File: src/rtl/bsg_comm_link_pkg.sv
// Purpose: shared types for the comm link core-side transmit path.
// Latency: n/a (types and helpers only).
// Backpressure: n/a.
package bsg_comm_link_pkg;

    // Transmit stage state: IDLE waits for a packet, SEND streams its beats.
    typedef enum logic {
        IDLE = 1'b0,
        SEND = 1'b1
    } bsg_comm_link_tx_state_e;

    // Counter width that stays legal when only one value is needed.
    function automatic int safe_clog2(input int n);
        return (n > 1) ? $clog2(n) : 1;
    endfunction

endpackage

File: src/rtl/bsg_comm_link_pkt_splitter.sv
// Purpose: serialize beats_p*width_p packets into width_p beats, LS beat first; hold off until calibrated, flush on calibration loss.
// Latency: first beat valid the cycle after accept; beats_p cycles per packet, back-to-back with no bubble.
// Backpressure: ready_i low freezes the current beat; a new packet is taken only when idle or when the last beat hands off.
//
// Ports:
//   clk_i, reset_n_i        core clock, async active-low reset
//   calib_done_i            link calibrated (synchronous to clk_i)
//   pkt_v_i/pkt_data_i/pkt_ready_o  wide packet input, valid/ready
//   v_o/data_o/ready_i      beat output to the comm link core port
//   last_o                  current beat is the final beat of its packet
//   abort_o                 one-cycle pulse: a partially sent packet was dropped
module bsg_comm_link_pkt_splitter
    import bsg_comm_link_pkg::*;
#(
    parameter int width_p = 16,
    parameter int beats_p = 4
) (
    input  logic                         clk_i,
    input  logic                         reset_n_i,
    input  logic                         calib_done_i,
    input  logic                         pkt_v_i,
    input  logic [beats_p*width_p-1:0]   pkt_data_i,
    output logic                         pkt_ready_o,
    output logic                         v_o,
    output logic [width_p-1:0]           data_o,
    input  logic                         ready_i,
    output logic                         last_o,
    output logic                         abort_o
);

    localparam int sr_w_lp  = beats_p * width_p;
    localparam int cnt_w_lp = safe_clog2(beats_p);
    localparam logic [cnt_w_lp-1:0] cnt_last_lp = cnt_w_lp'(beats_p - 1);

    bsg_comm_link_tx_state_e state_r, state_n;
    logic [cnt_w_lp-1:0]     cnt_r, cnt_n;
    logic [sr_w_lp-1:0]      sr_r, sr_n;
    logic                    abort_r, abort_n;

    logic accept;
    logic beat_hs;
    logic calib_lost;

    // State register.
    always_ff @(posedge clk_i or negedge reset_n_i) begin
        if (!reset_n_i) begin
            state_r <= IDLE;
        end else begin
            state_r <= state_n;
        end
    end

    // Datapath registers: shifter, beat counter, abort pulse.
    always_ff @(posedge clk_i or negedge reset_n_i) begin
        if (!reset_n_i) begin
            cnt_r   <= '0;
            sr_r    <= '0;
            abort_r <= 1'b0;
        end else begin
            cnt_r   <= cnt_n;
            sr_r    <= sr_n;
            abort_r <= abort_n;
        end
    end

    // Next state and datapath.
    always_comb begin
        state_n    = state_r;
        cnt_n      = cnt_r;
        sr_n       = sr_r;
        abort_n    = 1'b0;
        accept     = pkt_v_i & pkt_ready_o;
        beat_hs    = v_o & ready_i;
        calib_lost = (state_r == SEND) & ~calib_done_i;

        if (calib_lost) begin
            // Drop the rest of the packet; the shifter is left stale since
            // nothing reads it until the next accept reloads it.
            state_n = IDLE;
            cnt_n   = '0;
            abort_n = 1'b1;
        end else if (accept) begin
            // Wins over the last-beat return to IDLE, giving zero-bubble
            // back-to-back packets.
            state_n = SEND;
            sr_n    = pkt_data_i;
            cnt_n   = '0;
        end else if (beat_hs) begin
            if (last_o) begin
                state_n = IDLE;
                cnt_n   = '0;
            end else begin
                sr_n  = sr_r >> width_p;
                cnt_n = cnt_r + 1'b1;
            end
        end
    end

    // Outputs. calib_done_i gates v_o and pkt_ready_o combinationally so
    // nothing leaves in the cycle calibration drops.
    always_comb begin
        v_o         = (state_r == SEND) & calib_done_i;
        last_o      = (state_r == SEND) & (cnt_r == cnt_last_lp);
        pkt_ready_o = calib_done_i & ((state_r == IDLE) | (last_o & ready_i));
        data_o      = sr_r[width_p-1:0];
        abort_o     = abort_r;
    end

endmodule
File: config.mk
export PLATFORM = sky130hd
export DESIGN_NAME = bsg_comm_link_pkt_splitter
export DESIGN_NICKNAME = d
export VERILOG_FILES = /design/src/rtl/bsg_comm_link_pkg.sv /design/src/rtl/bsg_comm_link_pkt_splitter.sv
export SDC_FILE = /design/constraint.sdc
export NUM_CORES = 1
export LEC_CHECK = 0
export ABC_CLOCK_PERIOD_IN_PS = 4900
export CAP_MARGIN = 20
export CORE_UTILIZATION = 53
export CTS_CLUSTER_SIZE = 20
export DETAILED_ROUTE_END_ITERATION = 12
export DONT_BUFFER_PORTS = 1
export PLACE_DENSITY = 0.66
export SETUP_SLACK_MARGIN = 0.05
export SKIP_LAST_GASP = 1
export SLEW_MARGIN = 20
export SYNTH_ARGS = -nofsm -noshare
export SYNTH_HDL_FRONTEND = slang
export SYNTH_SLANG_ARGS = --single-unit
File: constraint.sdc
create_clock -name clk_i -period 4.9 [get_ports clk_i]
set_clock_uncertainty 0.05 [all_clocks]
set_input_delay 1.225 -clock clk_i [delete_from_list [all_inputs] [get_ports clk_i]]
set_output_delay 1.225 -clock clk_i [all_outputs]
set_load 0.1 [all_outputs]
==> reports/summary.txt, run 1 <==
Worst-Margin Slew - 0.983 ns
DRT iter0 DRCs - 91
RSZ-0062 raised after global routing - no
Core footprint - 5640 sq um
Post-cts resize count - 0
Power Total - 1.56 mW
Row cnt - 27
Router iterations before antenna repair - 4
Pwr/cell area - 486 nW/um^2
Final Max Tran Viols - 0
Hold_ws - 0.438 ns
Max incr delay on CP - 0.78 ns
Cell count after synthesis - 286
CTS tree - built
Synthesized area - 3180 sq um
Average size of a mapped cell - 11.1 sq um
Area leader, netlist - dfrtp_1
R2R cell count - 5
Crit-path leading delay family - simple AND/OR/NAND/NOR gates
Cts bufs inserted - 9
Crit path time final - 3.43 ns
Net count after synthesis - 356
Gr usage total - 0.192
Drc violations - 0
Critical path startpoint category - input pin
FFs w/ async S/R, synth - 1.00
Commonest cells post-synth - 68 x dfrtp_1, 49 x nand2_1, 48 x mux2i_1, 48 x o21ai_1, 18 x buf_4
Max_slew headroom - 0.345
Gp weighted congestion - 0.694
CP Cell Sequence - a21bo_2, and2_1
First-pass GRT wire length - 9030 um
FMAX - 291 MHz
Worst Path Required - 3.62 ns
Status - finished, final reports clean
R2R setup slack - 2.73 ns
Top cell type's share of synthesized area - 0.535
Top area cells in the synthesized netlist - dfrtp_1 54%, mux2i_1 15%, o21ai_1 7.6%
Worst r2r dst - sr_r[38]$_DFFE_PN0P_
Initial Utilization - 0.564
I/O pin count - 89
Crit path max fanout - 5
Top_reg_cell synth - dfrtp_1
Area delta synth->final - 1.02%
#FFs+latches synth - 68
Worst path slowest cell - and2_1
Share of post-route cells with drive strength above 1 - 0.0749
Yosys warnings - 0
Hold path startpoint - sr_r[17]$_DFFE_PN0P_
Via Count - 1,869
Hold-fix buffers, CTS - 0
Maxcap violations - 0
HPWL Detailed - 3760 um
Root Buffer - clkbuf_8
Clock tree sinks - 68
Yosys cell types - 26
Worst path bufs/invs - 0
Worst Hold End - sr_r[17]$_DFFE_PN0P_
Reg2reg start - cnt_r[0]$_DFFE_PN0P_
Leakage power - 1.67 nW
Final period utilization - 0.701
Post-CTS Setup Repair Bufs - 0
Diode count - 0
Total Wirelength - 5520 um
Reg clk slew, reported paths - 0.07 ns
Hold WC Path Type - reg -> reg
H-tree Lvls - 3
Final Setup Violations - 0
Worst setup startpoint - ready_i
Post-synth EDFFs - 0
IO Port Bufs - 0
Largest net degree at the start of global routing - 69
Initial antenna violation count - 0
Final Hold Fails - 0
Worst setup EP type - output port
CP Data Arrival Time - 2.16 ns
Fin Setup TNS - 0 ns
Die X - 79.5 um
Number of global-route vias before repair - 1,849
Die area - 6310 sq um
CTS max path bufs - 2
DR WL/cell - 16.3 um
Hold depth - 2
DIE HEIGHT - 79.5 um
Grt total ovfl - 0
Cell with the most instances after synthesis - dfrtp_1
Via/cell ratio - 5.51
DP Worst Slack - 1.47 ns
Routed Antenna Nets - 0
CP Class - in -> out
Max rail drop VDD - 0.000217 V
Seq/Total Area, Yosys - 0.535
Clk_lat worst skew - 0.33 ns
Layout Nets - 334
Final WS setup - 1.47 ns
-- area by class of cell --
cell class              instances  area [sq um]
well taps                      72          90.1
repair buffers                  2          47.5
multi-input cells             180          1200
clock inverters                 2          12.5
flip-flops and latches         68          1700
clock buffers                  12           145
inverters                       3          11.3
fillers                       503          2430
-- power by group --
part	switching (mW)	internal, mW	total (mW)
Sequential	0.314	0.664	0.978
Combinational	0.105	0.0955	0.200
Clock	0.190	0.191	0.382
-- kinds of logic (layout without fill, tap and decap cells) --
kind of cell / Yosys count / after routing / synth area share
compound gates: 70 / 70 / 0.137
fa+ha+maj: 1 / 1 / 0.00393
buf+inv: 38 / 19 / 0.0897
flops: 68 / 68 / 0.535
mux: 49 / 49 / 0.155
simple gates: 60 / 60 / 0.0795
-- registers in the layout, indices dropped and copies added, names as in the netlist --
name / count
sr_r: 64
abort_o: 1
cnt_r: 2
state_r: 1
-- worst max-delay path by stage --
| stage | end | slack [ns] | cells after the start |
|---|---|---|---|
| after floorplan | pkt_ready_o | 1.49 | 2 |
| after global placement | pkt_ready_o | 1.47 | 2 |
| after detailed placement | pkt_ready_o | 1.47 | 2 |
| after CTS | pkt_ready_o | 1.46 | 2 |
| after global routing | pkt_ready_o | 1.45 | 2 |
| final | pkt_ready_o | 1.47 | 2 |
-- routing by layer --
metal,global-route usage,wire length (um),vias to the layer above,part of all wire
met3,0.0697,422,12,0.077
met5,0,0,-,0
met4,0.109,132,0,0.024
met2,0.261,2340,63,0.42
met1,0.262,2620,863,0.47
li1,-,-,931,-
-- stage by stage --
step           std cells  utilization  area (sq um)
5_1_grt              339        0.569          3210
3_3_place_gp         324        0.536          3030
3_5_place_dp         325        0.541          3050
2_1_floorplan        286            -          3180
6_report             339        0.569          3210
4_1_cts              339        0.569          3210
-- cells in the final DEF, fill, tap and decap left out --
master and n:
ha_1 1, a32o_1 1, clkbuf_1 2, nor2_1 3, a21bo_2 1, and2_1 3
clkinvlp_4 1, inv_1 3, clkbuf_8 10, clkinv_2 1, nand2_1 49, buf_12 1
nand3_1 1, mux2i_1 48, mux2_2 1, dfrtp_1 68, a22o_1 16, o21ai_1 48
a22oi_1 1, buf_16 1, nand2_4 1, a21boi_0 1, and2_2 1, and2_4 1
o21ai_0 1, nor2b_1 1, o221ai_4 1
Note: power is estimated with default switching activity, not from simulation.
==> inputs of run 2 (changes only) <==
--- a/config.mk
+++ b/config.mk
@@ -5,13 +5,13 @@
 export SDC_FILE = /design/constraint.sdc
 export NUM_CORES = 1
 export LEC_CHECK = 0
-export ABC_CLOCK_PERIOD_IN_PS = 4900
+export ABC_CLOCK_PERIOD_IN_PS = 3100
 export CAP_MARGIN = 20
 export CORE_UTILIZATION = 53
 export CTS_CLUSTER_SIZE = 20
 export DETAILED_ROUTE_END_ITERATION = 12
 export DONT_BUFFER_PORTS = 1
-export PLACE_DENSITY = 0.66
+export PLACE_DENSITY = 0.69
 export SETUP_SLACK_MARGIN = 0.05
 export SKIP_LAST_GASP = 1
 export SLEW_MARGIN = 20
==> constraint.sdc (replaced) <==
create_clock -name clk_i -period 3.1 [get_ports clk_i]
set_clock_uncertainty 0.05 [all_clocks]
set_input_delay 0.775 -clock clk_i [delete_from_list [all_inputs] [get_ports clk_i]]
set_output_delay 0.775 -clock clk_i [all_outputs]
set_load 0.1 [all_outputs]
==> run 2 against run 1 <==
Against the previous run:
- register-to-register slack worse by 1.7 ns
- die area unchanged
- power up 67%
- clock power up 95%
==> reports/summary.txt, run 2 (synthesized netlist as in run 1, its figures left out) <==
IO Port Bufs - 0 (unchanged)
Routed Antenna Nets - 0 (unchanged)
Leakage power - 1.71 nW (was 1.67 nW)
Crit path time final - 2.45 ns
Cts bufs inserted - 9 (unchanged)
Worst r2r dst - sr_r[25]$_DFFE_PN0P_ (was sr_r[38]$_DFFE_PN0P_)
DRT iter0 DRCs - 99 (was 91)
Worst Path Required - 2.27 ns (was 3.62 ns)
Crit path max fanout - 4 (was 5)
Internal power - 1.63 mW (was 0.951 mW)
Max reg flops - 64 (unchanged)
Final Max Tran Viols - 0 (unchanged)
Root Buffer - clkbuf_8 (unchanged)
H-tree Lvls - 3 (unchanged)
Gp weighted congestion - 0.722 (was 0.694)
Largest net degree at the start of global routing - 113 (was 69)
Initial antenna violation count - 0 (unchanged)
I/O pin count - 89 (unchanged)
First-pass GRT wire length - 9110 um (was 9030 um)
Area delta synth->final - 2.91% (was 1.02%)
Max_slew headroom - 0.398 (was 0.345)
Drc violations - 0 (unchanged)
Worst path slowest cell - dfrtp_1 (was and2_1)
R2R setup slack - 1.05 ns (was 2.73 ns)
Core footprint - 5640 sq um (unchanged)
Final period utilization - 0.792
CP Class - reg -> out (was in -> out)
Number of global-route vias before repair - 1,885 (was 1,849)
Logic gate share of total power - 0.121 (was 0.128)
Die area - 6310 sq um (unchanged)
Hold-fix buffers, CTS - 0 (unchanged)
Die X - 79.5 um (unchanged)
Clock tree sinks - 68 (unchanged)
Fin Setup TNS - 0 ns (unchanged)
Final Hold Fails - 0 (unchanged)
Critical path startpoint category - register (was input pin)
Clk_lat worst skew - 0.33 ns (about the same)
Clock Power Share - 0.286 (was 0.245)
CTS tree - built (unchanged)
Reg2reg start - cnt_r[0]$_DFFE_PN0P_ (unchanged)
Row cnt - 27 (unchanged)
Max rail drop VDD - 0.000406 V (was 0.000217 V)
Max incr delay on CP - 0.41 ns (was 0.78 ns)
Status - finished, final reports clean (unchanged)
Reg clk slew, reported paths - 0.07 ns (about the same)
Via Count - 1,875 (was 1,869)
Maxcap violations - 0 (unchanged)
Most flops, register - sr_r (unchanged)
Post-cts resize count - 0 (unchanged)
Pwr/cell area - 796 nW/um^2 (was 486 nW/um^2)
Gr usage total - 0.194 (was 0.192)
DP Worst Slack - 0.897 ns (was 1.47 ns)
Most frequent cells in the layout - 68 x dfrtp_1, 49 x nand2_1, 48 x mux2i_1, 48 x o21ai_1, 16 x a22o_1 (unchanged)
Final Setup Violations - 0 (unchanged)
Diode count - 0 (unchanged)
Grt total ovfl - 0 (unchanged)
Hold WC Path Type - in -> async (was reg -> reg)
Sequential share of power - 0.593 (was 0.627)
HPWL Detailed - 3850 um (was 3760 um)
Router iterations before antenna repair - 4 (unchanged)
Final WS setup - 0.645 ns (was 1.47 ns)
Share of post-route cells with drive strength above 1 - 0.0886 (was 0.0749)
Hold_ws - 0.0839 ns (was 0.438 ns)
CP Data Arrival Time - 1.63 ns (was 2.16 ns)
Sw Share - 0.373 (was 0.390)
DIE HEIGHT - 79.5 um (unchanged)
Post-CTS Setup Repair Bufs - 0 (unchanged)
Total Wirelength - 5680 um (was 5520 um)
Via/cell ratio - 5.47 (was 5.51)
CTS max path bufs - 2 (unchanged)
RSZ-0062 raised after global routing - no (unchanged)
DR WL/cell - 16.6 um (was 16.3 um)
Worst-Margin Slew - 0.902 ns (was 0.983 ns)
Top Registers - sr_r: 64 flops, cnt_r: 2 flops (unchanged)
Layout Nets - 337 (was 334)
R2R cell count - 6 (was 5)
Initial Utilization - 0.564 (unchanged)
Filler Cell Count - 480 (was 503)
NetSw - 0.971 mW (was 0.609 mW)
FMAX - 407 MHz
Worst setup EP type - output port (unchanged)
Most common cell after layout, fill and taps aside - dfrtp_1 (unchanged)
CP Cell Sequence - ha_1, a21bo_2, and2_1, buf_4 (was a21bo_2, and2_1)
[run 2: cell types whose count changed in the layout (fill, tap and decap cells not counted), sizes merged]
cell and change:
buf +3, clkbuf +2, bufinv +1, clkinv -1, clkinvlp -1
[run 2: routing by layer]
layer | share of wire | vias to the layer above | global-route usage
met4 | 0.027 | 0 | 0.102
met2 | 0.42 | 62 | 0.268
met1 | 0.47 | 865 | 0.252
met3 | 0.082 | 14 | 0.0914
met5 | 0 | - | 0
li1 | - | 934 | -
[run 2: power by group through the flow]
stage	clock [mW]	sequential, mW	combinational, mW
2_1_floorplan	0	1.15	0.755
3_3_place_gp	0	1.56	0.305
3_5_place_dp	0	1.57	0.320
4_1_cts	0.760	1.55	0.321
5_1_grt	0.795	1.57	0.363
6_report	0.744	1.54	0.316
[run 2: final cells by class]
cell class	count	area (sq um)	area share
Sequential cell	68	1700	0.520
Multi-Input combinational cell	180	1200	0.368
Clock buffer	14	173	0.0528
Tap cell	72	90.1	0.0275
Timing Repair Buffer	5	62.6	0.0191
Clock inverter	1	30.0	0.00918
Inverter	3	11.3	0.00344
[run 2: worst max path at each step]
stage | start | end | slack [ns] | cells past startpoint
after floorplan | ready_i | pkt_ready_o | 0.59 | 2
after global placement | ready_i | pkt_ready_o | 0.91 | 3
after detailed placement | ready_i | pkt_ready_o | 0.90 | 3
after CTS | cnt_r[0]$_DFFE_PN0P_ | pkt_ready_o | 0.62 | 4
after global routing | cnt_r[0]$_DFFE_PN0P_ | pkt_ready_o | 0.58 | 4
final | cnt_r[0]$_DFFE_PN0P_ | pkt_ready_o | 0.65 | 4
[run 2: worst max-delay path: cells and delay by family, from the launching register on]
| family | cells | cell delay [ns] |
|---|---|---|
| DFF | 1 | 0.41 |
| AOI/OAI and AO/OA | 1 | 0.26 |
| adders and majority gates | 1 | 0.25 |
| buffers and inverters | 1 | 0.23 |
| and+or+nand+nor | 1 | 0.16 |
[run 2: metrics by stage]
step	power [mW]	util	instances	cell area (sq um)
6_report	2.60	0.580	343	3270
4_1_cts	2.63	0.580	343	3270
3_5_place_dp	1.89	0.544	328	3070
2_1_floorplan	1.90	-	286	3180
5_1_grt	2.73	0.580	343	3270
3_3_place_gp	1.86	0.544	328	3070
==> inputs of run 3 (changes only) <==
--- a/config.mk
+++ b/config.mk
@@ -5,7 +5,7 @@
 export SDC_FILE = /design/constraint.sdc
 export NUM_CORES = 1
 export LEC_CHECK = 0
-export ABC_CLOCK_PERIOD_IN_PS = 3100
+export ABC_CLOCK_PERIOD_IN_PS = 2100
 export CAP_MARGIN = 20
 export CORE_UTILIZATION = 53
 export CTS_CLUSTER_SIZE = 20
==> constraint.sdc (replaced) <==
create_clock -name clk_i -period 2.1 [get_ports clk_i]
set_clock_uncertainty 0.05 [all_clocks]
set_input_delay 0.525 -clock clk_i [delete_from_list [all_inputs] [get_ports clk_i]]
set_output_delay 0.525 -clock clk_i [all_outputs]
set_load 0.1 [all_outputs]
==> run 3 against run 2 <==
Against the previous run:
- the flow now finishes with violations (negative hold slack)
- sequential cell count is the same
- sequential share of layout area down 2.4 points
- global-route usage rose by 0.47 points
- die area stayed put
- first-iteration DRC count rose by 21%
- final cell count increased by 6.4%
- wire length grew 2.4%
- combinational power grew to 3.8 times the previous value
- non-clock buffer count increased by 22
- sequential power up 9.7%
- critical path depth fell by 1
- largest power group unchanged
==> reports/summary.txt, run 3 (synthesized netlist as in run 1, its figures left out) <==
Grt total ovfl - 0 (unchanged)
Layout Nets - 359 (was 337)
CP Data Arrival Time - 1.46 ns (was 1.63 ns)
DR WL/cell - 15.9 um (was 16.6 um)
Gr usage total - 0.199 (was 0.194)
Core footprint - 5640 sq um (unchanged)
DRT iter0 DRCs - 120 (was 99)
Max reg flops - 64 (unchanged)
Final period utilization - 0.967
Logic gate share of total power - 0.314 (was 0.121)
Status - finished, violations left (was finished, final reports clean)
Max rail drop VDD - 0.000623 V (was 0.000406 V)
Worst setup EP type - output port (unchanged)
R2R cell count - 6 (unchanged)
Die X - 79.5 um (unchanged)
Worst path slowest cell - dfrtp_1 (unchanged)
Max incr delay on CP - 0.42 ns (was 0.41 ns)
Sequential share of power - 0.443 (was 0.593)
Via Count - 1,932 (was 1,875)
CTS max path bufs - 2 (unchanged)
Crit-path leading delay family - flip-flops (unchanged)
Final core utilization - 0.608 (was 0.580)
Pwr/cell area - 1110 nW/um^2 (was 796 nW/um^2)
Fin Setup TNS - 0 ns (unchanged)
Share of post-route cells with drive strength above 1 - 0.164 (was 0.0886)
Sw Share - 0.378 (was 0.373)
Filler Cell Count - 479 (was 480)
Failing checks - negative hold slack
Maxcap violations - 0 (unchanged)
Crit path max fanout - 4 (unchanged)
Post-route cell area - 3430 sq um (was 3270 sq um)
Worst-Margin Slew - 0.629 ns (was 0.902 ns)
I/O pin count - 89 (unchanged)
Worst r2r dst - sr_r[12]$_DFFE_PN0P_ (was sr_r[25]$_DFFE_PN0P_)
Row cnt - 27 (unchanged)
Gp weighted congestion - 0.740 (was 0.722)
Largest net degree at the start of global routing - 69 (was 113)
Final Setup Violations - 0 (unchanged)
Final Max Tran Viols - 0 (unchanged)
Diode count - 0 (unchanged)
CTS tree - built (unchanged)
Internal power - 2.38 mW (was 1.63 mW)
Worst path bufs/invs - 0 (was 1)
FMAX - 492 MHz
Router iterations before antenna repair - 4 (unchanged)
Root Buffer - clkbuf_8 (unchanged)
DIE HEIGHT - 79.5 um (unchanged)
RSZ-0062 raised after global routing - no (unchanged)
NetSw - 1.44 mW (was 0.971 mW)
Hold_ws - -0.164 ns (was 0.0839 ns)
CP Class - reg -> out (unchanged)
Critical path startpoint category - register (unchanged)
Setup crit end - pkt_ready_o (unchanged)
Area delta synth->final - 7.91% (was 2.91%)
Final Hold Fails - 68 (was 0)
Clock Power Share - 0.243 (was 0.286)
HPWL Detailed - 4120 um (was 3850 um)
Most flops, register - sr_r (unchanged)
Initial antenna violation count - 0 (unchanged)
Leakage power - 1.81 nW (was 1.71 nW)
IO Port Bufs - 0 (unchanged)
Number of global-route vias before repair - 1,996 (was 1,885)
Crit path time final - 2.03 ns
Crit path depth - 3 (was 4)
R2R setup slack - 0.29 ns (was 1.05 ns)
Total Wirelength - 5820 um (was 5680 um)
Drc violations - 0 (unchanged)
Most frequent cells in the layout - 68 x dfrtp_1, 49 x nand2_1, 48 x mux2i_1, 48 x o21ai_1, 24 x buf_4 (was 68 x dfrtp_1, 49 x nand2_1, 48 x mux2i_1, 48 x o21ai_1, 16 x a22o_1)
Reg clk slew, reported paths - 0.07 ns (about the same)
Routed Antenna Nets - 0 (unchanged)
Initial Utilization - 0.564 (unchanged)
Via/cell ratio - 5.29 (was 5.47)
Cts bufs inserted - 9 (unchanged)
Clock tree sinks - 68 (unchanged)
DP Area - 3230 sq um (was 3070 sq um)
Top Registers - sr_r: 64 flops, cnt_r: 2 flops (unchanged)
Clk_lat worst skew - 0.32 ns (was 0.33 ns)
Die area - 6310 sq um (unchanged)
Worst Path Required - 1.52 ns (was 2.27 ns)
Worst setup startpoint - cnt_r[0]$_DFFE_PN0P_ (unchanged)
Most common cell after layout, fill and taps aside - dfrtp_1 (unchanged)
First-pass GRT wire length - 9430 um (was 9110 um)
H-tree Lvls - 3 (unchanged)
Hold WC Path Type - in -> async (unchanged)
CP Cell Sequence - ha_4, a21bo_2, and2_4 (was ha_1, a21bo_2, and2_1, buf_4)
Max_slew headroom - 0.581 (was 0.398)
Reg2reg start - cnt_r[0]$_DFFE_PN0P_ (unchanged)
[run 3: worst reg2reg max path, stage by stage, from the launching register on]
cell,delay [ns]
dfrtp_1,0.42
ha_4,0.20
a21bo_2,0.25
nand2_4,0.23
buf_12,0.23
mux2i_1,0.24
o21ai_1,0.08
[run 3: layout make-up]
cell class / count / area [sq um] / area share
flip-flops and latches: 68 / 1700 / 0.496
multi-input cells: 180 / 1220 / 0.355
repair buffers: 27 / 240 / 0.0700
clock buffers: 13 / 159 / 0.0463
well taps: 72 / 90.1 / 0.0263
inverters: 3 / 11.3 / 0.00328
clock inverters: 2 / 10.0 / 0.00292
[run 3: timing repair]
item,CTS,global route
resized for setup,2,1
endpoints found under the hold margin,68,68
setup buffers,1,1
endpoints found under the setup margin,1,1
pin swaps,1,1
[run 3: worst min-delay path by stage]
stage,to,cells past startpoint
2_1_floorplan,abort_o$_DFF_PN0_,0
3_3_place_gp,abort_o$_DFF_PN0_,0
3_5_place_dp,abort_o$_DFF_PN0_,0
4_1_cts,abort_o$_DFF_PN0_,0
5_1_grt,abort_o$_DFF_PN0_,0
6_report,state_r$_DFFE_PN0P_,0
[run 3: power by group through the flow]
stage / logic (mW) / registers [mW] / clock network, mW
CTS: 1.20 / 1.70 / 0.955
floorplan: 1.12 / 1.69 / 0
global placement: 1.17 / 1.71 / 0
detailed placement: 1.19 / 1.73 / 0
global route: 1.28 / 1.73 / 1.01
finish: 1.20 / 1.69 / 0.930
[run 3: metrics by stage]
stage	power, mW	setup slack [ns]	instances
2_1_floorplan	2.81	0.208	286
3_3_place_gp	2.88	0.271	348
3_5_place_dp	2.92	0.210	348
4_1_cts	3.86	0.0502	364
5_1_grt	4.02	0.0307	365
6_report	3.82	0.0691	365
[run 3: metal layers]
layer	GRT usage	routed length, um	vias to the layer above
met5	0	0	-
met4	0.109	144	0
met3	0.0651	448	12
met2	0.289	2580	61
met1	0.262	2640	881
li1	-	-	978
==> RTL change: new RTL, settings of run 3 <==
Change the parameter `width_p` from 16 to 24.
--- a/src/rtl/bsg_comm_link_pkt_splitter.sv
+++ b/src/rtl/bsg_comm_link_pkt_splitter.sv
@@ -14,3 +14,3 @@
 #(
-    parameter int width_p = 16,
+    parameter int width_p = 24,
     parameter int beats_p = 4
Ports: changed (resized data_o and pkt_data_i); port bits go from 89 to 129. No check against the original RTL was run, so the function may have changed too.
==> RTL change against run 3 <==
Power up 46%; die area up 49%; hold slack got worse by 0.037 ns; sequential power is 49% higher; critical path depth up 1; the run still ends with hold timing left; synthesized area increased by 50%; cell count increased by 44%; wire length rose by 58%; cell area increased by 45%; largest cell class unchanged; critical path type unchanged; highest routed layer unchanged; setup slack lost 0.019 ns; sequential cell count up 32.
==> RTL change: results (changes against run 3) <==
power:
  power.leakage_nw: 2.62  # was 1.81 nW
  power_frac_comb: 0.321  # was 0.314
  internal-power_mw: 3.41  # was 2.38 mW
  powerClk_mw: 1.29  # was 930 uW
  peakVddDrop_mv: 0.538  # was 0.623 mV
  pg_comb_mw: 1.80  # was 1.20 mW
global_routing:
  grt_pass1_vias: 2899  # was 1,996
  grt_pass1_wl_microns: 15600  # was 9430 microns
  grt_max_degree: 101  # was 69
  grt_usage: 0.210  # was 0.199
yosys:
  synth_cell_type_count: 32  # was 26
  synth.area.top_cells: "dfrtp_1 (52%), mux2i_1 (15%), o21ai_1 (7.3%)"  # was dfrtp_1 (54%), mux2i_1 (15%), o21ai_1 (7.6%)
  synth_compound_area_frac: 0.135  # was 0.137
  avgSynthCellArea_sq_um: 11.5  # was 11.1 sq um
  netlist_top_cells_count: "dfrtp_1 (100), mux2i_1 (72), nand2_1 (71), o21ai_1 (70)"  # was dfrtp_1 (68), nand2_1 (49), mux2i_1 (48), o21ai_1 (48), buf_4 (18)
  muxShareOfSynthArea: 0.153  # was 0.155
  synth_fa_ha_area_frac: 0.00262  # was 0.00394
  syn_nets: 516  # was 356
  ys_seq_area_frac: 0.525  # was 0.535
sta:
  slew_headroom: 0.613  # was 0.581
  finalHoldViolCount: 100  # was 68
  whs_ns: -0.201  # was -0.164 ns
drt:
  wirelength_microns: 9200  # was 5820 microns
  vias_per_cell: 5.42  # was 5.29
  drt_iter0_drc: 144  # was 120
setup_path:
  rr_worst_depth: 7  # was 6
  rr_endpoint: "sr_r[41]"  # was sr_r[12]
  critPathMaxStageDelay_ns: 0.44  # was 0.42 ns
  r2r-start: "cnt_r[1]"  # was cnt_r[0]
  r2r_slack_ns: 0.15  # was 0.29 ns
  endpoint: "pkt_ready_o"  # unchanged
  crit_fanout: 2  # was 4
  crit_slowest_cell: "dfrtp_1"  # unchanged
run_status:
  status: "finished, violations left"  # unchanged
  violations: "hold timing"  # unchanged
clock_tree:
  cts_resized: 4  # was 2
  post_cts_buffers: 4  # was 1
  ctsHtreeMaxLevel: 3  # unchanged
  cts.clk_slew.worst_paths_ns: 0.10  # was 0.07 ns
  cts-root-buf: "clkbuf_8"  # unchanged
  insertion_delay_ns: 0.35  # was 0.32 ns
placement:
  place_congestion: 0.786  # was 0.740
  dpl_cell_area_sq_um: 4700  # was 3230 sq um
  placed_cells: 504  # was 348
  preCtsSetupSlack_ns: 0.100  # was 0.210 ns
finish:
  instances_no_fill: 525  # was 365
  top_regs: "sr_r (96), cnt_r (2)"  # was sr_r (64), cnt_r (2)
  n_fill_cell: 753  # was 479
  drive_gt1_frac: 0.158  # was 0.164
  fin_nets: 514  # was 359
==> RTL change: changes by cell type after synthesis, sizes merged <==
cell,run 3,this run
nand2,50,73
dfrtp,68,100
nand3,1,2
mux2i,48,72
nor2,3,4
and2,5,3
buf,32,41
a21boi,1,0
o21ai,49,73
o21a,0,1
a21oi,0,1
inv,3,2
clkbuf,3,11
a22o,16,24
==> RTL change: cell type report <==
cell class / instances / area, sq um / share of cell area
clock buffers: 11 / 151 / 0.0303
inverters: 2 / 7.51 / 0.00150
repair buffers: 39 / 375 / 0.0752
well taps: 108 / 135 / 0.0271
clock inverters: 5 / 58.8 / 0.0118
flip-flops and latches: 100 / 2500 / 0.501
multi-input cells: 260 / 1760 / 0.353
==> RTL change: per-layer routing <==
| metal | track usage | wire [microns] | vias up |
|---|---|---|---|
| met2 | 0.297 | 4050 | 86 |
| met1 | 0.318 | 4530 | 1328 |
| met4 | 0.0654 | 123 | 0 |
| met5 | 0 | 0 | - |
| met3 | 0.0506 | 503 | 10 |
| li1 | - | - | 1419 |
